### src/rtl/player_physics.sv
// player_physics: once-per-frame player movement (run/friction, jump/gravity, screen clamping, game_state gating).
// Build option: define VARIABLE_JUMP_EN to cut the jump short when btn_jump is released on the way up.
module player_physics #(
    parameter int SCREEN_W      = 640,
    parameter int PLAYER_SIZE_X = 37,
    parameter int PLAYER_SIZE_Y = 42,
    parameter int GROUND_Y      = 400,
    parameter int START_X       = 40,
    parameter int ACCEL         = 1,
    parameter int MAX_SPEED     = 6,
    parameter int JUMP_VEL      = 12,
    parameter int GRAVITY       = 1,
    parameter int MAX_FALL      = 15,
    parameter int JUMP_CUT      = 4
) (
    input  logic        VGA_clk,
    input  logic        rst,
    input  logic        frame_tick,
    input  logic [3:0]  game_state,
    input  logic        btn_left,
    input  logic        btn_right,
    input  logic        btn_jump,
    output logic [15:0] playerX,
    output logic [15:0] playerY,
    output logic        player_dir,
    output logic [3:0]  player_state
);

    typedef enum logic [3:0] {
        ST_STAND = 4'd0,
        ST_RUN   = 4'd1,
        ST_JUMP  = 4'd2,
        ST_FALL  = 4'd3
    } state_t;

    localparam logic [3:0]         GS_START = 4'd0;
    localparam logic [3:0]         GS_PLAY  = 4'd1;
    localparam logic signed [16:0] X_MAX    = 17'(SCREEN_W - PLAYER_SIZE_X);
    localparam logic signed [16:0] FLOOR_S  = 17'(GROUND_Y - PLAYER_SIZE_Y);
    localparam logic [15:0]        FLOOR_Y  = 16'(GROUND_Y - PLAYER_SIZE_Y);
    localparam logic [15:0]        SPAWN_X  = 16'(START_X);
    localparam logic signed [7:0]  ACC      = 8'(ACCEL);
    localparam logic signed [7:0]  VMAX     = 8'(MAX_SPEED);
    localparam logic signed [7:0]  JVEL     = 8'(JUMP_VEL);
    localparam logic signed [7:0]  GRAV     = 8'(GRAVITY);
    localparam logic signed [7:0]  VFALL    = 8'(MAX_FALL);
    localparam logic signed [7:0]  JCUT     = 8'(JUMP_CUT);
`ifdef VARIABLE_JUMP_EN
    localparam bit VAR_JUMP = 1'b1;
`else
    localparam bit VAR_JUMP = 1'b0;
`endif

    logic [2:0] btn_meta_q, btn_sync_q;
    logic       lft, rgt, jmp, jump_edge;

    logic [15:0]        x_q, x_d, y_q, y_d;
    logic               dir_q, dir_d, jprev_q, jprev_d;
    state_t             st_q, st_d;
    logic signed [7:0]  vx_q, vx_d, vy_q, vy_d;

    logic signed [7:0]  vx_h, vx_n, vy_g, vy_a, vy_n;
    logic signed [16:0] x_sum, y_sum;
    logic [15:0]        x_n, y_n;
    state_t             st_a, st_n, ground_st;
    logic               grounded;

    assign {jmp, rgt, lft} = btn_sync_q;
    assign jump_edge       = jmp & ~jprev_q;

    // Buttons come straight from the board, so bring them into the pixel clock domain first.
    always_ff @(posedge VGA_clk or posedge rst) begin
        if (rst) begin
            btn_meta_q <= '0;
            btn_sync_q <= '0;
        end else begin
            btn_meta_q <= {btn_jump, btn_right, btn_left};
            btn_sync_q <= btn_meta_q;
        end
    end

    always_comb begin
        vx_h = vx_q;
        if (lft ^ rgt) begin
            if (rgt) vx_h = (vx_q >= VMAX - ACC) ? VMAX : vx_q + ACC;
            else     vx_h = (vx_q <= ACC - VMAX) ? -VMAX : vx_q - ACC;
        end else if (vx_q > ACC) begin
            vx_h = vx_q - ACC;
        end else if (vx_q < -ACC) begin
            vx_h = vx_q + ACC;
        end else begin
            vx_h = '0;
        end

        x_sum = $signed({1'b0, x_q}) + $signed({{9{vx_h[7]}}, vx_h});
        x_n   = x_sum[15:0];
        vx_n  = vx_h;
        if (x_sum < 17'sd0) begin
            x_n  = '0;
            vx_n = '0;
        end else if (x_sum > X_MAX) begin
            x_n  = X_MAX[15:0];
            vx_n = '0;
        end
    end

    // Vertical: velocity is settled first, then applied to Y and clamped.
    always_comb begin
        vy_g = vy_q;
        if (VAR_JUMP && st_q == ST_JUMP && !jmp && vy_q < -JCUT) vy_g = -JCUT;

        vy_a     = vy_q;
        st_a     = st_q;
        grounded = 1'b0;
        case (st_q)
            ST_JUMP: begin
                vy_a = vy_g + GRAV;
                if (vy_a >= 8'sd0) st_a = ST_FALL;
            end
            ST_FALL: vy_a = (vy_q >= VFALL - GRAV) ? VFALL : vy_q + GRAV;
            default: begin
                if (jump_edge) begin
                    vy_a = -JVEL;
                    st_a = ST_JUMP;
                end else begin
                    vy_a     = '0;
                    grounded = 1'b1;
                end
            end
        endcase

        y_sum     = $signed({1'b0, y_q}) + $signed({{9{vy_a[7]}}, vy_a});
        ground_st = (vx_n == '0) ? ST_STAND : ST_RUN;
        y_n       = y_sum[15:0];
        vy_n      = vy_a;
        st_n      = st_a;
        if (grounded) begin
            y_n  = FLOOR_Y;
            vy_n = '0;
            st_n = ground_st;
        end else if (y_sum < 17'sd0) begin
            y_n  = '0;
            vy_n = '0;
            st_n = ST_FALL;
        end else if (st_q == ST_FALL && y_sum >= FLOOR_S) begin
            y_n  = FLOOR_Y;
            vy_n = '0;
            st_n = ground_st;
        end
    end

    always_comb begin
        x_d     = x_q;
        y_d     = y_q;
        dir_d   = dir_q;
        st_d    = st_q;
        vx_d    = vx_q;
        vy_d    = vy_q;
        jprev_d = jprev_q;
        if (frame_tick) begin
            if (game_state == GS_START) begin
                x_d     = SPAWN_X;
                y_d     = FLOOR_Y;
                dir_d   = 1'b1;
                st_d    = ST_STAND;
                vx_d    = '0;
                vy_d    = '0;
                jprev_d = 1'b0;
            end else if (game_state == GS_PLAY) begin
                x_d     = x_n;
                y_d     = y_n;
                dir_d   = (lft ^ rgt) ? rgt : dir_q;
                st_d    = st_n;
                vx_d    = vx_n;
                vy_d    = vy_n;
                jprev_d = jmp;
            end
        end
    end

    always_ff @(posedge VGA_clk or posedge rst) begin
        if (rst) begin
            x_q     <= SPAWN_X;
            y_q     <= FLOOR_Y;
            dir_q   <= 1'b1;
            st_q    <= ST_STAND;
            vx_q    <= '0;
            vy_q    <= '0;
            jprev_q <= 1'b0;
        end else begin
            x_q     <= x_d;
            y_q     <= y_d;
            dir_q   <= dir_d;
            st_q    <= st_d;
            vx_q    <= vx_d;
            vy_q    <= vy_d;
            jprev_q <= jprev_d;
        end
    end

    assign playerX      = x_q;
    assign playerY      = y_q;
    assign player_dir   = dir_q;
    assign player_state = st_q;

endmodule
### config.mk
export PLATFORM = sky130hd
export DESIGN_NAME = player_physics
export DESIGN_NICKNAME = d
export VERILOG_FILES = /design/src/rtl/player_physics.sv
export SDC_FILE = /design/constraint.sdc
export NUM_CORES = 1
export LEC_CHECK = 0
export CORE_ASPECT_RATIO = 1.5
export CORE_UTILIZATION = 50
export DETAILED_ROUTE_END_ITERATION = 12
export GPL_TIMING_DRIVEN = 0
export PLACE_DENSITY_LB_ADDON = 0.12
export SETUP_SLACK_MARGIN = 0.1
export SYNTH_ARGS = -nofsm -noshare
export SYNTH_HDL_FRONTEND = slang
export SYNTH_SLANG_ARGS = --single-unit
### constraint.sdc
create_clock -name VGA_clk -period 8 [get_ports VGA_clk]
set_input_delay 2 -clock VGA_clk [delete_from_list [all_inputs] [get_ports VGA_clk]]
set_output_delay 2 -clock VGA_clk [all_outputs]
set_load 0.1 [all_outputs]
Yosys cells after proc, flatten, opt, wreduce, memory -nomap -nowiden. Index checks and enable logic that the tools add are counted. Widths: inputs -> output; s select.

Flip-flop bits (word level): 60. Input port bits: 10. Output and inout port bits: 37.

Add/subtract/negate cells: 5. $lt $le $gt $ge: 10. Equality and inequality tests: 5. Mux-type cells: 43. Bitwise logic cells: 3. Reductions and logical operators: 10.

Operators with widths (number): $mux 16 (9); $mux 8 (17); $add 17x8->17 (2); $lt 17x1->1 const B (2); $mux 4 (7); $ge 17x10->1 const B (1); $gt 17x11->1 const B (1); $add 8x2->8 const B (2); $pmux 8 s2 (1); $eq 4x2->1 const B (2); $ge 8x1->1 const B (1); $ge 8x4->1 const B (1); $ge 8x5->1 const B (1); $gt 8x2->1 const B (1); $le 8x4->1 const B (1); $logic_not 8->1 (1); $lt 8x1->1 const B (1); $mux 1 (8); $pmux 4 s2 (1); $sub 8x2->8 const B (1); $ne 6x6->1 const B (1); $reduce_bool 6->1 (1); $ne 5x3->1 const B (1); $reduce_and 5->1 (1); other kinds (10) (11).

Depth between registers and ports, before layout. Gate-level depths: netlist (run 1).

Depth after elaboration: 15. Mapped depth: 22.

Worst setup path after synthesis (run 1). OpenSTA, ideal clock, no wires.

Kind: flip-flop to flip-flop. From: register vx_q[2]. To: register x_q[6] (netlist: playerX[6]). Setup time: 0.122 ns. Data arrival time: 4.662 ns. Slack: 3.216 ns. Stages on the path, launching flop included: 17. Buffers on the path: 2. Period minus slack after synthesis: 4.784 ns. Cell sequence: dfrtp_1 clkbuf_1 or4_1 or2_2 o32a_1 a21oi_1 a22o_1 ha_1 a211oi_1 nand3_1 o311ai_0 nand4b_1 a211oi_1 o2111a_1 clkbuf_1 a21bo_2 a22o_1.

Longest elaborated chain between the ends: 10.

RTL lines: start, declared (line 60) `logic signed [7:0] vx_q, vx_d, vy_q, vy_d;`; start signal, assigned (line 195) `vx_q <= vx_d;`; $add 8x2->8, or another cell as far along (line 85, 90); $mux 8, on equally long branches (line 89, 85, 86); $mux 8, on equally long branches (line 87, 85); $mux 8 (*) (line 84) `if (lft ^ rgt) begin`; $add 17x8->17 (*) (line 95) `x_sum = $signed({1'b0, x_q}) + $signed({{9{vx_h[7]}}, vx_h});`; $gt 17x11->1 (line 101) `end else if (x_sum > X_MAX) begin`; $mux 16 (line 101); $mux 16 (*) (line 98) `if (x_sum < 17'sd0) begin`; $mux 16 (*) (line 169) `end else if (game_state == GS_PLAY) begin`; $mux 16 (*) (line 161) `if (game_state == GS_START) begin`; end signal, assigned (line 183) `x_q <= SPAWN_X;`; end signal, assigned (line 191) `x_q <= x_d;`; end, declared (line 57) `logic [15:0] x_q, x_d, y_q, y_d;`.

Every way passes the cells marked *; elsewhere a longest branch is shown, timed or not. The select of a mux whose other input is x is not followed. A chain may end at the register's enable or synchronous reset.

Final worst setup path (run 1).
From: register vx_q[0]. To: register x_q[6] (netlist: playerX[6]).

The elaborated chain is that of the path after synthesis.

==> metrics.md, run 1 <==
| Metric | Value |
|---|---|
| Status | complete, no violations |
| Post-Syn Area per Cell | 8.404 um^2 |
| Gr usage total | 28.52% |
| Post-layout min period | 5969 ps |
| Final Hold Fails | 0 |
| Setup Fix Bufs, Post-CTS | 0 |
| Drc violations | 0 |
| Worst Hold Class | flop to flop |
| CP Class | flop to flop |
| Placed Cells incl. Taps | 832 |
| Pwr Density | 386.2 nW/um^2 |
| Fin crit share | 74.62% |
| Final Cell Area | 6314 um^2 |
| Port buffer count | 44 |
| Initial Util | 51.22% |
| Int Power | 0.001130 W |
| Clock Sinks | 58 |
| Fmax | 167.5 MHz |
| Largest net degree at the start of global routing | 39 |
| Post-CTS Hold Buffers | 0 |
| DR vias/cell | 6.096 |
| Metal-1 WL | 6222 um |
| Final non-filler cell total | 848 |
| Post-DP HPWL | 11590 um |
| Area Growth Syn to Fin | 17.02% |
| CP Launch Point | vx_q[0]$_DFFE_PP0P_ |
| Vias | 5169 |
| Crit. End Element | flop |
| Synth warn | 0 |
| GRT overflow | 0 |
| Net Sw Power | 0.001308 W |
| Sequential area share after synthesis | 27.09% |
| Starting DRT DRC Count | 205 |
| RR Startpoint | vx_q[0]$_DFFE_PP0P_ |
| H-tree level count | 3 |
| I/O pin total | 47 |
| Number of buffers created by CTS | 9 |
| Leak Pwr | 2.698 nW |
| Clk pin slew, worst setup/hold paths | 50 ps |
| Initial antenna violation count | 0 |
| Pre-CTS setup slack | 2154 ps |
| Max Cap Viol | 0 |
| Max_slew headroom | 29.06% |
| CP Data Arrival Time | 6190 ps |
| Routability congestion estimate from global placement | 0.9057 |
| Synth Register Bits | 58 |
| First-pass GRT wire length | 24820 um |
| RSZ-0062 raised after global routing | false |
| Post-synth cell types | 93 |
| R2r setup slk | 2030 ps |
| Skew final | 8.415 ps |
| Fin Setup TNS | 0 ps |
| Root Buffer | clkbuf_16 |
| Die height | 129.2 um |
| WL met2 | 8128 um |
| Full die area | 11220 um^2 |
| Worst Hold Launch | btn_meta_q[1]$_DFF_PP0_ |
| Ys async rst share | 100.0% |
| Sw Share | 53.66% |
| PostCTS Resize Cnt | 0 |
| Setup ws final | 2031 ps |
| Most frequent cells in the layout | nand2_1 (68), dfrtp_1 (50), nor2_1 (44), a21oi_1 (44), clkdlybuf4s50_1 (44) |
| Cells after synthesis | 642 |
| Ys flop type | dfrtp_1 |
| Commonest non-fill, non-tap cell in the layout | nand2_1 |
| Nets | 751 |
| WL final | 15160 um |
| Peak VDD IR | 0.3789 mV |
| Comb pwr share | 67.8% |
| Uppermost routed layer | met4 |
| Routed Antenna Nets | 0 |
| Clock power frac | 14.7% |
| Type of origin of the critical path | flop |
| TritonRoute pass-1 iters | 5 |
| Clock tree from TritonCTS | done |
| Clock buffer depth | 2 |
| Cell row count | 46 |
| Vias in the first global route | 5014 |
| Tightest Pin Transition | 1064 ps |
| Core ar. | 10530 um^2 |
| Final hold slack | 345.9 ps |
| Number of enable flip-flop cells after synthesis | 0 |
| Post-synthesis cell area | 5395 um^2 |
| Critical Path RT | 8220 ps |
| Dpl cell area | 6040 um^2 |
| Worst-skew pair later-pin latency | 340 ps |
| Sequential Power Share | 17.5% |
| Layout cells sized above 1 | 10.51% |
| Slew Limit Fails | 0 |
| Die span in x | 86.82 um |
| Crit-path max FO | 10 |
| ANT cells | 0 |
| Wire per inst | 17.88 um |
| Met3 routed WL | 426 um |
| Setup Viol. Count Final | 0 |
## per-stage QoR
stage | utilization (%) | power, W
final | 59.94 | 0.002438
after global routing | 59.94 | 0.002597
after CTS | 59.94 | 0.002435
after detailed placement | 57.34 | 0.002069
after global placement | 57.15 | 0.002034
after floorplan | - | 0.001725
## worst max-delay path, stage by stage, from the launching register on
cell and delay, ps:
dfrtp_1 510, inv_1 180, ha_1 260, o21ba_2 220, a21oi_1 580, nor2_1 150, a2111oi_1 790, ha_1 300
inv_1 60, fa_1 410, nand3b_1 260, a31oi_1 390, o311ai_0 300, nand2b_1 190, a41o_1 180, o2111a_1 240
clkbuf_1 390, a21bo_2 280, a22o_1 180
## worst paths after layout
path / to / cells after the start
setup / recovery: playerX[6]$_DFFE_PP0P_ / 18
hold reg to reg: btn_sync_q[1]$_DFF_PP0_ / 0
max in group asynchronous: playerX[5]$_DFFE_PP1P_ / 3
hold / removal: btn_sync_q[1]$_DFF_PP0_ / 0
setup reg to reg: playerX[6]$_DFFE_PP0P_ / 18
min in group asynchronous: player_state[1]$_DFFE_PP0P_ / 2
## cells in the mapped netlist, types with 11 or more instances
| library cell | count | area share, % |
|---|---|---|
| nand2_1 | 68 | 4.7 |
| clkbuf_1 | 27 | 1.9 |
| dfrtp_1 | 50 | 23 |
| nor2_1 | 44 | 3.1 |
| and2_1 | 11 | 1.3 |
| inv_1 | 20 | 1.4 |
| a22o_1 | 12 | 1.9 |
| xnor2_1 | 14 | 2.3 |
| a21oi_1 | 44 | 4.1 |
| nand2b_1 | 15 | 1.7 |
| ha_1 | 40 | 9.3 |
| o21ai_0 | 36 | 3.3 |
| xor2_1 | 13 | 2.1 |
| nand3_1 | 17 | 1.6 |
## layer usage
layer,vias to the layer above,GRT usage (%)
met5,-,0
met4,0,11.37
met3,29,3.503
met2,120,53.54
met1,2498,32.16
li1,2522,-
## cells by family after synthesis
family,share of synthesized area [%]
compound gates,31.66
buf+inv,4.429
mux,0.4637
fa+ha+maj,10.02
flops,27.09
simple gates,21.89
other cells,0.06951
xor+xnor,4.383
## power groups by stage
stage	logic, W	registers [W]	clock network, W
6_report	0.00165	0.000427	0.000360
5_1_grt	0.00179	0.000435	0.000377
4_1_cts	0.00164	0.000427	0.000364
3_5_place_dp	0.00164	0.000431	0
3_3_place_gp	0.00160	0.000429	0
2_1_floorplan	0.000983	0.000742	0
## area by class of cell
class	count	area [um^2]
flip-flops and latches	58	1461
fillers	982	4219
multi-input cells	530	3699
inverters	21	78.83
clock inverters	5	31.28
repair buffers	45	460.4
well taps	144	180.2
plain buffers	34	160.2
clock buffers	11	242.7
## state kept, by name, summed over array words and instances (netlist names)
name and flops:
btn_meta_q 3, btn_sync_q 3, player_dir 1, jprev_q 1, vx_q 8, vy_g 8
player_state 2, playerY 16, playerX 16
Note: power is estimated with default switching activity, not from simulation.
==> run 2, diff against run 1 <==
==> constraint.sdc (replaced) <==
create_clock -name VGA_clk -period 6.1 [get_ports VGA_clk]
set_input_delay 1.525 -clock VGA_clk [delete_from_list [all_inputs] [get_ports VGA_clk]]
set_output_delay 1.525 -clock VGA_clk [all_outputs]
set_load 0.1 [all_outputs]
==> run 2 against run 1 <==
Final area rose by 0.22%. Critical endpoint unchanged. Core utilization is 0.13 points higher. Clock power rose by 31%. Highest routed layer unchanged. Die area is the same.
==> metrics.md, run 2 (synthesized netlist as in run 1, its figures left out) <==
| Metric | Value |
|---|---|
| Max Cap Viol | 0 (unchanged) |
| CP Data Arrival Time | 5710 ps (-480 ps) |
| I/O pin total | 47 (unchanged) |
| Initial antenna violation count | 0 (unchanged) |
| Tightest Pin Transition | 1057 ps (-7.028 ps) |
| ANT cells | 0 (unchanged) |
| R2r setup slk | 620 ps (-1410 ps) |
| Drc violations | 0 (unchanged) |
| Post-CTS Hold Buffers | 0 (unchanged) |
| DR vias/cell | 6.104 (+0.14%) |
| Skew final | 8.530 ps (+0.1145 ps) |
| Full die area | 11220 um^2 (unchanged) |
| Final hold slack | 345.9 ps (-0.01200 ps) |
| Post-DP HPWL | 11590 um (unchanged) |
| Setup Fix Bufs, Post-CTS | 0 (unchanged) |
| Routed Antenna Nets | 0 (unchanged) |
| CP Class | flop to flop |
| Final non-filler cell total | 848 (unchanged) |
| Commonest non-fill, non-tap cell in the layout | nand2_1 |
| Clk pin slew, worst setup/hold paths | 50 ps (about the same) |
| Post-layout min period | 5484 ps (-485.6 ps) |
| Worst Hold Launch | btn_meta_q[1]$_DFF_PP0_ |
| Root Buffer | clkbuf_16 |
| Core ar. | 10530 um^2 (unchanged) |
| Final Hold Fails | 0 (unchanged) |
| Die span in x | 86.82 um (unchanged) |
| Leak Pwr | 2.711 nW (+0.48%) |
| Setup Viol. Count Final | 0 (unchanged) |
| Vias | 5176 (+0.14%) |
| Worst Hold Class | flop to flop |
| Type of origin of the critical path | flop |
| Clock buffer depth | 2 (unchanged) |
| Max_slew headroom | 29.53% (+0.47 points) |
| Fmax | 182.4 MHz (+8.9%) |
| First-pass GRT wire length | 24820 um (unchanged) |
| Clock tree from TritonCTS | done |
| WL final | 15170 um (about the same) |
| Crit. End Element | flop |
| H-tree level count | 3 (unchanged) |
| Worst r2r path cells | 20 (+2) |
| Critical Path RT | 6320 ps (-1900 ps) |
| Tot Pwr | 0.003195 W (+31%) |
| Comb pwr share | 67.8% (about the same) |
| Placed Cells incl. Taps | 832 (unchanged) |
| Die height | 129.2 um (unchanged) |
| Clock power frac | 14.7% (about the same) |
| Status | complete, no violations |
| Sequential Power Share | 17.5% (about the same) |
| Slew Limit Fails | 0 (unchanged) |
| Largest net degree at the start of global routing | 39 (unchanged) |
| Fin Setup TNS | 0 ps (unchanged) |
| Cell row count | 46 (unchanged) |
| Hold Path Stages | 0 (unchanged) |
| Gr usage total | 28.52% (unchanged) |
| Fin crit share | 89.90% (+15 points) |
| Worst-skew pair later-pin latency | 340 ps (about the same) |
| Initial Util | 51.22% (unchanged) |
| Port buffer count | 44 (unchanged) |
| Int Power | 0.001483 W (+31%) |
| RR Startpoint | vx_q[2]$_DFFE_PP0P_ |
| Hold path endpoint | btn_sync_q[1]$_DFF_PP0_ |
| Sw Share | 53.59% (-0.073 points) |
| Vias in the first global route | 5014 (unchanged) |
| Pwr Density | 505.0 nW/um^2 (+31%) |
| Layout cells sized above 1 | 11.36% (+0.85 points) |
| Starting DRT DRC Count | 241 (+18%) |
| Area Growth Syn to Fin | 17.28% |
| Wire per inst | 17.89 um (about the same) |
| TritonRoute pass-1 iters | 5 (unchanged) |
| Number of buffers created by CTS | 9 (unchanged) |
| Clock Sinks | 58 (unchanged) |
| Routability congestion estimate from global placement | 0.9057 (unchanged) |
| Most frequent cells in the layout | nand2_1 (68), dfrtp_1 (50), nor2_1 (44), clkdlybuf4s50_1 (44), a21oi_1 (43) |
| Peak VDD IR | 0.4976 mV (+31%) |
| Nets | 751 (unchanged) |
| GRT overflow | 0 (unchanged) |
| R2R Path End | playerX[6]$_DFFE_PP0P_ |
| Crit-path max FO | 10 (unchanged) |
| PostCTS Resize Cnt | 0 (unchanged) |
| Net Sw Power | 0.001712 W (+31%) |
| RSZ-0062 raised after global routing | false |
## run 2: cell counts in the layout (fill, tap and decap cells not counted)
No cell type changed its count.
## run 2: per-stage QoR
step | utilization, % | instance area [um^2] | worst slack (ps)
finish | 60.07 | 6327 | 616.2
global route | 60.07 | 6327 | 154.1
global placement | 57.15 | 6020 | 230.0
CTS | 59.94 | 6314 | 205.9
detailed placement | 57.34 | 6040 | 254.4
floorplan | - | 5399 | 1316
## run 2: critical path: stages (launching register included)
cell,delay (ps)
dfrtp_1,330
clkbuf_1,290
clkbuf_2,310
nand4_1,140
xnor2_1,170
nand2_1,70
ha_1,460
inv_1,160
and4_1,200
o32ai_1,340
nand2_1,220
ha_1,460
nand2_1,70
o21ai_0,420
a32oi_1,260
a31o_2,300
a211oi_1,240
o2111a_1,250
clkbuf_2,250
a21bo_2,250
a22o_1,180
## run 2: layout make-up
class	count	area [um^2]
fill	977	4205
clock inverter	5	31.28
buffer	34	163.9
inverter	21	78.83
sequential	58	1461
clock buffer	11	242.7
timing repair buffer	45	460.4
multi-input combinational	530	3709
tap	144	180.2
## run 2: worst max path at each step
stage                             start                      to  slack, ps  depth (start not counted)
global placement    vx_q[0]$_DFFE_PP0P_  playerX[6]$_DFFE_PP0P_        230                         18
detailed placement  vx_q[2]$_DFFE_PP0P_  playerX[6]$_DFFE_PP0P_        250                         19
CTS                 vx_q[0]$_DFFE_PP0P_  playerX[6]$_DFFE_PP0P_        210                         18
global route        vx_q[2]$_DFFE_PP0P_     vx_q[0]$_DFFE_PP0P_        150                         20
finish              vx_q[2]$_DFFE_PP0P_  playerX[6]$_DFFE_PP0P_        620                         20
floorplan           vx_q[2]$_DFFE_PP0P_  playerX[6]$_DFFE_PP0P_       1320                         16
## run 2: power groups by stage
stage | Combinational (W) | Clock (W) | Sequential, W
3_3_place_gp | 0.00210 | 0 | 0.000563
6_report | 0.00217 | 0.000470 | 0.000560
4_1_cts | 0.00216 | 0.000477 | 0.000560
5_1_grt | 0.00234 | 0.000494 | 0.000570
2_1_floorplan | 0.00129 | 0 | 0.000973
3_5_place_dp | 0.00215 | 0 | 0.000565
## run 2: metal layers
metal / GRT usage [%] / routed length, um
met4: 11.37 / 388
met1: 32.16 / 6202
met3: 3.503 / 402
met2: 53.54 / 8180
met5: 0 / 0
